--- src/rtl/wb_initiator_pkg.sv ---
// Shared types and helpers for the Wishbone initiator and its timeout counter.
package wb_initiator_pkg;

  typedef enum logic [2:0] {
    ST_IDLE    = 3'd0,
    ST_STROBE  = 3'd1,
    ST_WAIT    = 3'd2,
    ST_BACKOFF = 3'd3,
    ST_RESP    = 3'd4
  } state_e;

  typedef enum logic [1:0] {
    CAUSE_OK            = 2'd0,
    CAUSE_ERR           = 2'd1,
    CAUSE_RTY_EXHAUSTED = 2'd2,
    CAUSE_TIMEOUT       = 2'd3
  } cause_e;

  localparam int unsigned RETRY_W = 32'd2;

  // Bits needed to hold a count of 0..limit.
  function automatic int unsigned cnt_width(input int unsigned limit);
    return (limit < 32'd2) ? 32'd1 : $clog2(limit + 32'd1);
  endfunction

endpackage

--- src/rtl/wb_timeout_cnt.sv ---
// Saturating cycle counter with clear/enable; expired flags the enabled cycle
// in which the count reaches LIMIT.
module wb_timeout_cnt
  import wb_initiator_pkg::*;
#(
  parameter int unsigned LIMIT = 255,
  parameter int unsigned W     = cnt_width(LIMIT)
) (
  input  logic clk_i,
  input  logic rst_n_i,
  input  logic clr_i,
  input  logic en_i,
  output logic expired_o
);

  localparam logic [W-1:0] LAST = W'(LIMIT - 32'd1);
  localparam logic [W-1:0] MAX  = W'(LIMIT);
  localparam logic [W-1:0] ONE  = W'(32'd1);

  logic [W-1:0] count_r;

  // Count enabled cycles since the last clear, holding at LIMIT.
  always_ff @(posedge clk_i) begin
    if (!rst_n_i) begin
      count_r <= '0;
    end else if (clr_i) begin
      count_r <= '0;
    end else if (en_i && (count_r != MAX)) begin
      count_r <= count_r + ONE;
    end else begin
      count_r <= count_r;
    end
  end

  assign expired_o = en_i && (count_r >= LAST);

endmodule

--- src/rtl/wb_initiator.sv ---
// Single-outstanding pipelined Wishbone initiator: valid/ready request in,
// one response out, with bus-cycle timeout and bounded retry on rty.
module wb_initiator
  import wb_initiator_pkg::*;
#(
  parameter int unsigned ADDR_WIDTH = 32,
  parameter int unsigned TIMEOUT    = 255,
  parameter int unsigned MAX_RETRY  = 3
) (
  input  logic                  clk_i,
  input  logic                  rst_n_i,
  input  logic                  req_valid_i,
  output logic                  req_ready_o,
  input  logic                  req_we_i,
  input  logic [ADDR_WIDTH-1:0] req_addr_i,
  input  logic [3:0]            req_sel_i,
  input  logic [31:0]           req_dat_i,
  output logic                  rsp_valid_o,
  output logic [31:0]           rsp_dat_o,
  output logic                  rsp_err_o,
  output logic                  rsp_timeout_o,
  output logic [1:0]            rsp_retries_o,
  output logic                  wb_cyc_o,
  output logic                  wb_stb_o,
  output logic                  wb_we_o,
  output logic [ADDR_WIDTH-1:0] wb_adr_o,
  output logic [3:0]            wb_sel_o,
  output logic [31:0]           wb_dat_o,
  input  logic                  wb_ack_i,
  input  logic                  wb_err_i,
  input  logic                  wb_rty_i,
  input  logic                  wb_stall_i,
  input  logic [31:0]           wb_dat_i
);

  localparam logic [RETRY_W-1:0] MAX_RETRY_C = RETRY_W'(MAX_RETRY);
  localparam logic [RETRY_W-1:0] RETRY_ONE   = RETRY_W'(32'd1);

  state_e             state_r;
  state_e             next_state_s;
  cause_e             cause_s;
  logic [RETRY_W-1:0] retry_r;
  logic               sample_s;
  logic               retry_inc_s;
  logic               read_ack_s;
  logic               expired_s;
  logic               tmo_clr_s;
  logic               tmo_en_s;

  assign tmo_clr_s = (next_state_s == ST_STROBE) && (state_r != ST_STROBE);
  assign tmo_en_s  = (state_r == ST_STROBE) || (state_r == ST_WAIT);

  wb_timeout_cnt #(.LIMIT(TIMEOUT)) u_timeout_cnt (
    .clk_i     (clk_i),
    .rst_n_i   (rst_n_i),
    .clr_i     (tmo_clr_s),
    .en_i      (tmo_en_s),
    .expired_o (expired_s)
  );

  // Next-state decode; termination is only looked at once the strobe is accepted.
  always_comb begin
    next_state_s = state_r;
    cause_s      = CAUSE_OK;
    retry_inc_s  = 1'b0;
    read_ack_s   = 1'b0;
    sample_s     = (state_r == ST_WAIT) || ((state_r == ST_STROBE) && !wb_stall_i);
    case (state_r)
      ST_IDLE: begin
        if (req_valid_i && req_ready_o) begin
          next_state_s = ST_STROBE;
        end else begin
          next_state_s = ST_IDLE;
        end
      end
      ST_STROBE, ST_WAIT: begin
        if (sample_s && wb_err_i) begin
          next_state_s = ST_RESP;
          cause_s      = CAUSE_ERR;
        end else if (sample_s && wb_rty_i) begin
          if (retry_r < MAX_RETRY_C) begin
            next_state_s = ST_BACKOFF;
            retry_inc_s  = 1'b1;
          end else begin
            next_state_s = ST_RESP;
            cause_s      = CAUSE_RTY_EXHAUSTED;
          end
        end else if (sample_s && wb_ack_i) begin
          next_state_s = ST_RESP;
          read_ack_s   = !wb_we_o;
        end else if (expired_s) begin
          // Termination above takes precedence in the expiry cycle.
          next_state_s = ST_RESP;
          cause_s      = CAUSE_TIMEOUT;
        end else if (sample_s) begin
          next_state_s = ST_WAIT;
        end else begin
          next_state_s = state_r;
        end
      end
      ST_BACKOFF: next_state_s = ST_STROBE;
      ST_RESP:    next_state_s = ST_IDLE;
      default:    next_state_s = ST_IDLE;
    endcase
  end

  // State, latched request and all outputs, registered from the next state.
  always_ff @(posedge clk_i) begin
    if (!rst_n_i) begin
      state_r       <= ST_IDLE;
      retry_r       <= '0;
      req_ready_o   <= 1'b0;
      rsp_valid_o   <= 1'b0;
      rsp_dat_o     <= 32'd0;
      rsp_err_o     <= 1'b0;
      rsp_timeout_o <= 1'b0;
      rsp_retries_o <= 2'd0;
      wb_cyc_o      <= 1'b0;
      wb_stb_o      <= 1'b0;
      wb_we_o       <= 1'b0;
      wb_adr_o      <= '0;
      wb_sel_o      <= 4'd0;
      wb_dat_o      <= 32'd0;
    end else begin
      state_r       <= next_state_s;
      req_ready_o   <= (next_state_s == ST_IDLE);
      wb_cyc_o      <= (next_state_s == ST_STROBE) || (next_state_s == ST_WAIT);
      wb_stb_o      <= (next_state_s == ST_STROBE);
      rsp_valid_o   <= (next_state_s == ST_RESP);
      rsp_err_o     <= (next_state_s == ST_RESP) && (cause_s != CAUSE_OK);
      rsp_timeout_o <= (next_state_s == ST_RESP) && (cause_s == CAUSE_TIMEOUT);
      if ((state_r == ST_IDLE) && (next_state_s == ST_STROBE)) begin
        wb_we_o  <= req_we_i;
        wb_adr_o <= req_addr_i;
        wb_sel_o <= req_sel_i;
        wb_dat_o <= req_dat_i;
        retry_r  <= '0;
      end else if (retry_inc_s) begin
        retry_r <= retry_r + RETRY_ONE;
      end else begin
        retry_r <= retry_r;
      end
      if (next_state_s == ST_RESP) begin
        rsp_retries_o <= retry_r;
      end
      if (read_ack_s) begin
        rsp_dat_o <= wb_dat_i;
      end
    end
  end

endmodule

--- config.mk ---
export PLATFORM = sky130hd
export DESIGN_NAME = wb_initiator
export DESIGN_NICKNAME = d
export VERILOG_FILES = /design/src/rtl/wb_initiator_pkg.sv /design/src/rtl/wb_timeout_cnt.sv /design/src/rtl/wb_initiator.sv
export SDC_FILE = /design/constraint.sdc
export NUM_CORES = 1
export LEC_CHECK = 0
export CAP_MARGIN = 20
export CORE_MARGIN = 2
export CORE_UTILIZATION = 45
export CTS_BUF_LIST = sky130_fd_sc_hd__clkbuf_8
export DETAILED_ROUTE_END_ITERATION = 10
export PLACE_DENSITY = 0.87
export SYNTH_ARGS = -nofsm -noshare
export SYNTH_HDL_FRONTEND = slang
export SYNTH_SLANG_ARGS = --single-unit
--- constraint.sdc ---
create_clock -name clk_i -period 2.57 [get_ports clk_i]
set_input_delay 0.3855 -clock clk_i [delete_from_list [all_inputs] [get_ports clk_i]]
set_output_delay 0.3855 -clock clk_i [all_outputs]
set_load 0.02 [all_outputs]
# After elaboration in Yosys (flattened, before gate mapping)
# Cells that the tools add are included.
# classes
add_sub_neg	2
magnitude_cmp	2
n_eq_ne	9
muxes	22
n_bitwise	1
reduce_logical	22
# op_table
operator	count
3-bit two-way mux	6
2-bit two-way mux	6
1-bit logical AND	11
3-bit by 2-bit equality test with 1-bit output, second input constant	3
1-bit two-way mux	9
3-bit one-hot mux with 3 select lines	1
8-bit by 1-bit adder with 8-bit output, second input constant	1
8-bit greater-or-equal comparator, second input constant	1
8-bit inequality test, second input constant	1
3-bit by 1-bit equality test with 1-bit output, second input constant	2
3-bit logical NOT	2
2-bit OR reduction	3
3-bit equality test, second input constant	1
1-bit logical OR	3
3-bit by 1-bit inequality test with 1-bit output, second input constant	1
2-bit by 1-bit adder with 2-bit output, second input constant	1
2-bit equality test, second input constant	1
1-bit logical NOT	2
2-bit less-than comparator, second input constant	1
2-bit nonzero test	1
1-bit NOT	1
# totals
ff_bits	122
in_bits	108
elab_cells	73

# Depth between registers and ports, before layout
# Gate-level depths: netlist (run 1).
# logic_depth
word_depth	12
mapped_depth	7

# Modules after synthesis
# From an unflattened synthesis (run 1), not the netlist that was laid out.
# unflattened
hier_cells	561
hier_area_um2	4550.6
# modules_own_cells
mod	instances	cells_each	area_per_inst_um2
wb_initiator	1	509	4093.9
wb_timeout_cnt	1	52	456.7

# Worst setup path after synthesis (run 1)
# No wires, ideal clock.
# synth_path
path_type	register to register
startpoint	register state_r[1]
endpoint	register rsp_dat_o[1]
setup_ns	0.128
arrival_ns	1.576
setup_slack_ns	0.866
stages_incl_launch_ff	8
path_buffers	2
period_less_slack_ns	1.704
path_cell_list	dfxtp_1 > buf_4 > nor3b_2 > o21ai_2 > nor4_4 > buf_6 > mux2i_1 > nor2_1
# synth_between
elab_chain_len	8
word_cells_on_any_way	12
# synth_lines
item	line	text
from (decl)	wb_initiator.sv:39	state_e state_r;
from (signal assigned)	wb_initiator.sv:125	state_r <= next_state_s;
3-bit by 1-bit equality test with 1-bit output	wb_initiator.sv:67, wb_initiator.sv:68	
1-bit logical AND	wb_initiator.sv:67	sample_s = (state_r == ST_WAIT) || ((state_r == ST_STROBE) && !wb_stall_i);
1-bit logical OR	wb_initiator.sv:67	
1-bit logical AND	wb_initiator.sv:88	end else if (sample_s && wb_ack_i) begin
1-bit two-way mux	wb_initiator.sv:88	
1-bit two-way mux	wb_initiator.sv:80	end else if (sample_s && wb_rty_i) begin
1-bit two-way mux	wb_initiator.sv:77	if (sample_s && wb_err_i) begin
1-bit two-way mux (*)	wb_initiator.sv:68	case (state_r)
to (signal assigned)	wb_initiator.sv:147	rsp_dat_o <= wb_dat_i;
to (decl)	wb_initiator.sv:19	output logic [31:0] rsp_dat_o,
# Mark *: on every way between the ends. The rest lies on a longest branch, timed or not.
# A chain may end at the register's enable or synchronous reset.

# Final worst setup path (run 1)
# layout_path
startpoint	register state_r[1]
endpoint	register rsp_dat_o[27]
# The elaborated chain is that of the path after synthesis.

==> results.md, run 1 <==
* WL final at between 10000 and 15000 um
* Slew HR at 62.5%
* Final Hold Vio Count at 0
* Syn Inst Count at 530
* Final ANT Viol Nets at 0
* Seq cells post-synth at roughly 120
* Req. time, crit path at ~2900 ps
* Ys flop type: dfxtp_1
* Clk sinks at approximately 120
* Synth Cell Area at 0.00457 mm2
* Proportion of layout cells with a drive suffix above 1 at approximately 6.8%
* Met1 WL at about 5200 um
* Design Area, Final at approximately 0.0072 mm2
* Cts hold-fix bufs at 0
* Vias in the first global route at between 4000 and 5000
* CP arrival at approximately 2400 ps
* Total track usage at a little under a quarter
* Post-route insts no fill at a little under 900
* # IOs at ~220
* CTS Buffer Depth at 2
* Placed insts at approximately 850
* Area after DPL at between 0.006 and 0.007 mm2
* Cts bufs inserted at 17
* Max cap viols at 0
* Post_cts resized at 0
* Die X-Extent at roughly 100 um
* Largest net degree at the start of global routing at slightly above 70
* Syn_nets at 641
* Met3 wire length at 1010 um
* Sequential element share of the synthesized area at a little over half
* Status: completed
* Initial antenna violation count at 0
* Critical path launch point type: flip-flop
* Register clock-pin slew on the reported worst setup and hold paths at approximately 70 ps
* Die Ht at between 100 and 150 um
* Postcts setup bufs at 0
* Setup_tns at 0 ps
* 1st-iter DRT viols at 175
* FILL cells at a little over 700
* Row cnt at 36
* Tightest Pin Transition at 554 ps
* Share of the synthesized area in the top cell type at a little over half
* CTS tree: yes
* CP Class: reg2reg
* Total congestion overflow at 0
* Yosys warnings at 0
* Drt first pass iters at 4
* H-tree level count at 4
* Number of synthesized flops with an enable pin at 0
* Final Cycle Share at about four fifths
* Power Density at 596 mW/mm2
* Hpwl dp at 9420 um
* Area grow syn2layout at 58.3%
* CP Capture Type: flip-flop
* Total die area at ~0.011 mm2
* Final GP Congestion at 0.830
* Syn Area/Cell at about 8.6 um2
* Post-DR wirelength/cell at 14.6 um
* Worst Hold Class: reg2reg
* Root Buffer: clkbuf_8
* Clk_skew at approximately 20 ps
* Worst Hold Margin at 456 ps
* Async SR Flop Fraction at 0%
* Worst vdd ir at between 0.0003 and 0.0004 V
* Vias post-DR at approximately 4400
* CP max FO at 22
* Synth cell types at between 40 and 50
* Final min period at 2060 ps
* Cells taking the most area after synthesis: dfxtp_1 (53%), nand2_1 (12%), a21oi_1 (7.9%)
* First-pass GRT wire length at around 21000 um
* Max frequency at about 0.5 GHz
* Routed vias/inst at approximately 5
* Top sig layer: met4
* RSZ-0062 raised after global routing: no
* Port bufs at ~220
* Diodes inserted at 0
* Final Setup Violations at 0
* Fin nets at between 800 and 900
* Met2 WL post-DR at roughly 6300 um
* Area leader, netlist: dfxtp_1
* P_leak at between 2 and 3 nW
* Residual DRC at 0
* Core area at 0.00982 mm2
* Insertion delay to the later sink of the worst-skew pair at just over 400 ps
* Final Max Tran Viols at 0
* Initial core utilization at a little under half
==> cells in the mapped netlist (all sizes together), types with 2 or more instances <==
cell type  count
nand2        148
dfxtp        122
a21oi         72
nor2          50
mux2i         36
clkbuf        25
o21ai          9
buf            7
inv            7
nand3          6
and3           4
nor3           4
ha             3
nor3b          3
nor4           3
xnor2          3
a21boi         2
a31o           2
a31oi          2
nand2b         2
nor4b          2
o211ai         2
==> final timing paths <==
kind                    start       endpoint  slack (ps)  cells past startpoint
setup / recovery   state_r[1]  rsp_dat_o[27]         510                      6
hold / removal    wb_dat_o[3]    wb_dat_o[3]         460                      2
setup reg to reg   state_r[1]  rsp_dat_o[27]         510                      6
hold reg to reg   wb_dat_o[3]    wb_dat_o[3]         460                      2
==> worst max-delay path, cell delays in order (launching register included) <==
cell	delay [ps]
dfxtp_1	580
and2b_1	240
o21ai_2	140
nor4_4	260
buf_4	390
mux2i_1	280
nor2_1	50
==> routing by layer <==
layer / GRT usage [%] / up-vias
met5: 0 / -
li1: - / 2180
met3: 8.80 / 22
met2: 40.2 / 183
met4: 9.24 / 0
met1: 26.3 / 1976
==> final cells by class <==
class	count	area [um2]	share of cell area, %
multi-input cells	369	1960	27.1
well taps	133	166	2.30
inverters	7	27.5	0.381
flip-flops and latches	122	2440	33.8
clock inverters	14	145	2.01
clock buffers	18	248	3.43
repair buffers	222	2240	31.0
==> cells by family (layout without fill, tap and decap cells) <==
logic type	after synthesis	in the layout	share of synthesized area (%)
multiplexers	36	36	7.89
AND/OR/NAND/NOR	231	231	21.8
AO/OA/AOI/OAI	96	96	11.7
XOR/XNOR	3	3	0.575
flip-flops	122	122	53.5
buffers and inverters	39	261	3.83
adder cells (fa/ha/maj)	3	3	0.822
==> cell usage in the layout, fill, tap and decap left out, drive strengths merged, types with 3 or more instances in the layout <==
cell / n
inv: 9
nand2: 148
buf: 6
nor3b: 3
clkinv: 6
a21oi: 72
clkdlybuf4s50: 216
dfxtp: 122
nand3: 6
clkbuf: 18
o21ai: 9
and3: 4
mux2i: 36
nor2: 50
nor3: 4
ha: 3
nor4: 3
clkinvlp: 4
xnor2: 3
==> flip-flops by register name, summed over array words and instances, names as in the netlist <==
register / cells
rsp_dat_o: 32
wb_adr_o: 32
wb_dat_o: 32
u_timeout_cnt.count_r: 8
wb_sel_o: 4
state_r: 3
retry_r: 2
rsp_retries_o: 2
req_ready_o: 1
rsp_err_o: 1
rsp_timeout_o: 1
rsp_valid_o: 1
wb_cyc_o: 1
wb_stb_o: 1
wb_we_o: 1
==> metrics by stage <==
step	worst slack, ps	power [mW]	utilization (%)
after floorplan	866	2.32	-
after global placement	331	2.68	69.7
after detailed placement	190	2.69	69.7
after CTS	519	4.35	73.7
after global routing	388	4.49	73.7
final	513	4.31	73.7
==> power breakdown <==
part | total [mW] | switching (mW) | internal, mW | leakage [nW]
clock | 1.66 | 0.775 | 0.890 | 0.192
combinational | 0.644 | 0.309 | 0.335 | 1.37
sequential | 2.01 | 0.0421 | 1.96 | 0.990
Note: power is estimated with default switching activity, not from simulation.
==> inputs of run 2 (changes only) <==
Settings changed: CORE_UTILIZATION 45 to 38, PLACE_DENSITY 0.87 to 0.78.
Clock period 2.57 ns to 1.7 ns, I/O delays scaled along.
==> results.md, run 2 (synthesis gave the netlist of run 1 again) <==
* Hold Crit Endpoint: wb_dat_o[8]
* CP max FO at 3 (-86%)
* Power Density at 882 mW/mm2 (+48%)
* Row cnt at 40 (+11%)
* Fin nets at 888 (+4.5%)
* Total track usage at 21.9% (-1.5 points)
* Sequential cell fraction of total power at 42.7% (-3.8 points)
* Largest net degree at the start of global routing at 51 (-28%)
* Max cap viols at 0 (unchanged)
* Hpwl dp at 9770 um (+3.6%)
* Worst Hold Margin at 352 ps (-104 ps)
* Comb pwr share at 15.7% (+0.8 points)
* Switching part of the total at 25.3% (-0.81 points)
* Initial antenna violation count at 0 (unchanged)
* Routed vias/inst at 4.99 (+1.4%)
* RSZ-0062 raised after global routing: yes
* Core area at 0.0119 mm2 (+21%)
* 1st-iter DRT viols at 249 (+42%)
* Worst Hold Class: in2reg
* Vias in the first global route at 4600 (+7.8%)
* Post-route setup slack at 0.387 ps (-512 ps)
* Vias post-DR at 4680 (+7.3%)
* Int Power at 5.30 mW (+66%)
* Post-DR wirelength/cell at 16.0 um (+9.6%)
* Commonest cells after routing, fill and taps aside: nand2_1 (148), clkdlybuf4s50_1 (137), dfxtp_1 (115)
* Reg2reg start: u_timeout_cnt.count_r[1]
* Insertion delay to the later sink of the worst-skew pair at 440 ps (+30 ps)
* Final GP Congestion at 0.895 (+7.8%)
* # IOs at 217 (unchanged)
* Req. time, crit path at 2020 ps (-850 ps)
* Cts bufs inserted at 17 (unchanged)
* CP Capture Type: flip-flop
* Root Buffer: clkbuf_8
* Tightest Pin Transition at 380 ps (-175 ps)
* Status: completed
* Crit-path max cell delay at 370 ps (-210 ps)
* Total power at 7.09 mW (+64%)
* WHS Path Cells at 3 (+1)
* Final ANT Viol Nets at 0 (unchanged)
* Proportion of layout cells with a drive suffix above 1 at 14.7% (+7.9 points)
* WL final at 15000 um (+16%)
* Initial core utilization at 38.5% (-8.0 points)
* Die Ht at 114 um (+8.5%)
* Clk_skew at 10.2 ps (-9.78 ps)
* Hold_sp: req_dat_i[8]
* CP dominant cell by count: buf_4
* Drt first pass iters at 4 (unchanged)
* Port bufs at 216 (unchanged)
* H-tree level count at 4 (unchanged)
* Final Max Tran Viols at 0 (unchanged)
* Area after DPL at 0.00709 mm2 (+3.7%)
* Critical path launch point type: flip-flop
* Diodes inserted at 0 (unchanged)
* Worst vdd ir at 0.000794 V (+110%)
* Final Hold Vio Count at 0 (unchanged)
* Final min period at 1700 ps (-358 ps)
* Residual DRC at 0 (unchanged)
* CP arrival at 2020 ps (-330 ps)
* Setup_tns at 0 ps (unchanged)
* Switching power at 1.79 mW (+59%)
* Final Cycle Share at 100% (+20 points)
* Area grow syn2layout at 75.9%
* First-pass GRT wire length at 22300 um (+7.1%)
* Slew HR at 74.5% (+12 points)
* FF-to-FF End: state_r[1]
* CTS tree: yes
* Die X-Extent at 114 um (+8.5%)
* Leading cell type in the layout, fill and taps excluded: nand2_1
* Clk sinks at 122 (unchanged)
* CP Class: reg2reg
* P_leak at 3.92 nW (+54%)
* Post-route insts no fill at 937 (+5.9%)
* Crit path cell chain: ha_4 -> o2111ai_4 -> nor4_4 -> o22ai_2 -> o211ai_1 -> buf_4 -> buf_4 -> nor2_1
* Max frequency at 0.588 GHz (+21%)
* Clk pwr share at 41.6% (+3.0 points)
* Cts hold-fix bufs at 0 (unchanged)
* Top Registers: rsp_dat_o x32, wb_adr_o x32, wb_dat_o x32
* Critical path's slowest cell: dfxtp_2
* CTS Buffer Depth at 2 (unchanged)
* Setup slack after placement at -324 ps (-514 ps)
* Total die area at 0.0129 mm2 (+18%)
* Buf+Inv Stages, Crit Path at 2 (+1)
* Design Area, Final at 0.00804 mm2 (+11%)
* Register clock-pin slew on the reported worst setup and hold paths at 80 ps (about the same)
* Worst R2R Path Depth at 8 (+2)
* Total congestion overflow at 0 (unchanged)
* Final core utilization at 67.8% (-5.9 points)
* Top delay family on crit path: compound AO/OA/AOI/OAI gates
* Placed insts at 893 (+4.7%)
* Setup slack, reg-to-reg at 0.4 ps (-510 ps)
* Final Setup Violations at 0 (unchanged)
==> run 2: changes by cell type in the layout (fill, tap and decap cells not counted), moves of 4 or more <==
cell             change
dlymetal6s2s_1      +53
buf_6                +4
dfxtp_2              +5
clkdlybuf4s50_1     -79
dfxtp_1              -7
buf_4               +26
dlygate4sd2_1       +26
==> run 2: how the worst max path moves through the flow <==
stage                             startpoint               end  slack (ps)  cells after the start
finish              u_timeout_cnt.count_r[1]        state_r[1]         0.4                      8
global route                      state_r[0]          wb_cyc_o         -70                      7
CTS                               retry_r[0]  rsp_retries_o[1]         -10                      6
detailed placement                wb_stall_i      rsp_dat_o[3]        -320                      7
global placement                  wb_stall_i     rsp_dat_o[19]        -270                      7
floorplan                         state_r[1]      rsp_dat_o[1]          10                      7
==> run 2: what timing repair did <==
action | in CTS | in global routing
pin swaps | 4 | 8
cloned | 2 | 2
resized for setup | 37 | 94
endpoints found under the setup margin | 64 | 167
setup buffers | 5 | 4
==> run 2: power by group through the flow <==
stage | Clock, mW | Sequential [mW] | Combinational (mW)
after global placement | 0 | 3.09 | 1.01
after CTS | 3.02 | 3.03 | 1.04
after floorplan | 0 | 3.22 | 0.297
final | 2.95 | 3.03 | 1.11
after global routing | 3.15 | 3.04 | 1.19
after detailed placement | 0 | 3.10 | 1.03
==> run 2: routing by layer <==
layer	track usage, %	vias to the layer above	routed length (um)
met2	37.7	186	7670
met4	10.7	0	362
met3	7.86	27	1080
met5	0	-	0
li1	-	2254	-
met1	24.1	2213	5850
==> run 2: cell type report <==
class,count,area (um2)
clock buffers,17,234
clock inverters,15,224
fillers,902,3820
inverters,7,27.5
multi-input cells,369,2140
flip-flops and latches,122,2460
well taps,147,184
repair buffers,260,2780
==> run 2: tightest hold or removal path: cells and delay by family <==
| family | cells | cell delay [ps] |
|---|---|---|
| compound gates | 1 | 50 |
| buf+inv | 1 | 400 |
| simple gates | 1 | 50 |
==> inputs of run 3 (changes only) <==
Settings changed: MAX_ROUTING_LAYER set to met4.
==> results.md, run 3 (synthesis gave the netlist of run 1 again) <==
* Crit path launch: state_r[0]
* Hpwl dp at 9770 um (about the same)
* # IOs at 217 (unchanged)
* Drt first pass iters at 6 (+2)
* Status: finished with violations
* Port bufs at 216 (unchanged)
* Design Area, Final at 0.00779 mm2 (-3.1%)
* Area after DPL at 0.00709 mm2 (unchanged)
* Residual DRC at 0 (unchanged)
* P_leak at 3.62 nW (-7.6%)
* FILL cells at 942 (+4.4%)
* Row cnt at 40 (unchanged)
* Fin nets at 882 (-0.68%)
* Largest net degree at the start of global routing at 52 (+2.0%)
* Final GP Congestion at 0.883 (-1.3%)
* Cts bufs inserted at 17 (unchanged)
* Final Max Tran Viols at 0 (unchanged)
* Clk sinks at 122 (unchanged)
* Critical path launch point type: flip-flop
* Failing checks: setup timing
* Leading cell type in the layout, fill and taps excluded: clkdlybuf4s50_1
* Commonest cells after routing, fill and taps aside: clkdlybuf4s50_1 (162), nand2_1 (148), dfxtp_1 (115)
* Crit-path max cell delay at 380 ps (about the same)
* Final Hold Vio Count at 0 (unchanged)
* Final ANT Viol Nets at 0 (unchanged)
* Crit path cell chain: nor3b_4 -> o21ai_2 -> nor4_4 -> buf_4 -> buf_12 -> mux2i_2 -> nor2_1
* CP Capture Type: flip-flop
* Diodes inserted at 0 (unchanged)
* Final min period at 1710 ps (+8.55 ps)
* Routed vias/inst at 4.92 (-1.6%)
* Die X-Extent at 114 um (unchanged)
* Post-DR wirelength/cell at 15.1 um (-5.7%)
* CP max FO at 8 (+5)
* Top Registers: rsp_dat_o x32, wb_adr_o x32, wb_dat_o x32
* Hold_sp: req_addr_i[1]
* Register clock-pin slew on the reported worst setup and hold paths at 70 ps (about the same)
* Total track usage at 21.8% (-0.16 points)
* Final Setup Violations at 2 (+2)
* Req. time, crit path at 2030 ps (about the same)
* Total die area at 0.0129 mm2 (unchanged)
* Clk_skew at 10.5 ps (+0.282 ps)
* Worst vdd ir at 0.000530 V (-33%)
* Slew HR at 68.8% (-5.7 points)
* RSZ-0062 raised after global routing: yes
* Vias post-DR at 4571 (-2.3%)
* 1st-iter DRT viols at 181 (-27%)
* Critical path's slowest cell: dfxtp_4
* Insertion delay to the later sink of the worst-skew pair at 440 ps (about the same)
* Area grow syn2layout at 70.5%
* CP Class: reg2reg
* Initial antenna violation count at 0 (unchanged)
* WL final at 14000 um (-6.4%)
* Root Buffer: clkbuf_8
* Die Ht at 114 um (unchanged)
* Post-route setup slack at -8.17 ps (-8.55 ps)
* CP arrival at 2040 ps (+20 ps)
* Area of the multi-input gates at 0.00208 mm2 (-2.8%)
* Max cap viols at 0 (unchanged)
* Core area at 0.0119 mm2 (unchanged)
* Reg2reg start: state_r[0]
* Tightest Pin Transition at 465 ps (+85.4 ps)
* CTS tree: yes
* First-pass GRT wire length at 21500 um (-3.3%)
* Final Cycle Share at 100% (+0.50 points)
* Power Density at 834 mW/mm2 (-5.4%)
* H-tree level count at 4 (unchanged)
* Proportion of layout cells with a drive suffix above 1 at 13.3% (-1.4 points)
* Reg area at 0.00246 mm2 (+0.10%)
* Worst Hold Margin at 357 ps (+4.55 ps)
* Max frequency at 0.585 GHz (-0.50%)
* Worst Hold Class: in2reg
* Initial core utilization at 38.5% (unchanged)
* Setup slack after placement at -335 ps (-11.5 ps)
* CTS Buffer Depth at 2 (unchanged)
* Vias in the first global route at 4548 (-1.1%)
* Total congestion overflow at 0 (unchanged)
## run 3: cell types whose count changed in the layout (fill, tap and decap cells not counted), sizes merged, moves of 4 or more
| cell | delta |
|---|---|
| buf | -5 |
| clkdlybuf4s50 | +25 |
| clkinv | +5 |
| clkinvlp | -4 |
| dlygate4sd2 | -19 |
| dlymetal6s2s | -6 |
## run 3: final timing paths
kind	end	slack, ps	cells after the start
max	rsp_dat_o[7]	-8	7
min	wb_adr_o[1]	360	3
max reg2reg	rsp_dat_o[7]	-8	7
min reg2reg	wb_dat_o[19]	450	2
## run 3: layout make-up
| class | instances | area share [%] |
|---|---|---|
| well taps | 147 | 2.36 |
| multi-input cells | 369 | 26.7 |
| repair buffers | 254 | 34.3 |
| clock buffers | 19 | 3.36 |
| inverters | 7 | 0.353 |
| clock inverters | 12 | 1.38 |
| flip-flops and latches | 122 | 31.6 |
## run 3: per-layer routing
layer / share of wire [%] / vias to the layer above / GRT usage (%) / wire, um
met4: 3.2 / 0 / 9.76 / 448
met2: 50 / 186 / 36.5 / 7000
li1: - / 2241 / - / -
met3: 7.0 / 38 / 6.91 / 984
met1: 40 / 2106 / 23.8 / 5580
met5: 0 / - / - / 0
## run 3: power by group
part	internal [mW]	switching [mW]
sequential	2.97	0.0618
clock	1.34	1.09
combinational	0.549	0.495
## run 3: timing repair
action,CTS,global route
gates resized for setup,19,72
endpoints found under the setup margin,46,90
hold buffers,0,0
setup buffers,3,1
pin swaps,2,12
cloned,2,1
## run 3: critical path, delay by kind of cell (launching register included)
family / cells / cell delay, ps
and+or+nand+nor: 3 / 540
DFF: 1 / 380
buffers and inverters: 2 / 330
muxes: 1 / 220
AOI/OAI and AO/OA: 1 / 120
## run 3: stage by stage
| stage | total power [mW] | utilization, % | setup TNS [ps] | cells |
|---|---|---|---|---|
| final | 6.50 | 65.7 | -8.80 | 930 |
| after global routing | 6.79 | 65.7 | -2260 | 930 |
| after CTS | 6.57 | 63.6 | -31.6 | 929 |
| after detailed placement | 4.13 | 59.8 | -20880 | 893 |
| after global placement | 4.10 | 59.8 | -19310 | 893 |
| after floorplan | 3.51 | - | 0 | 530 |
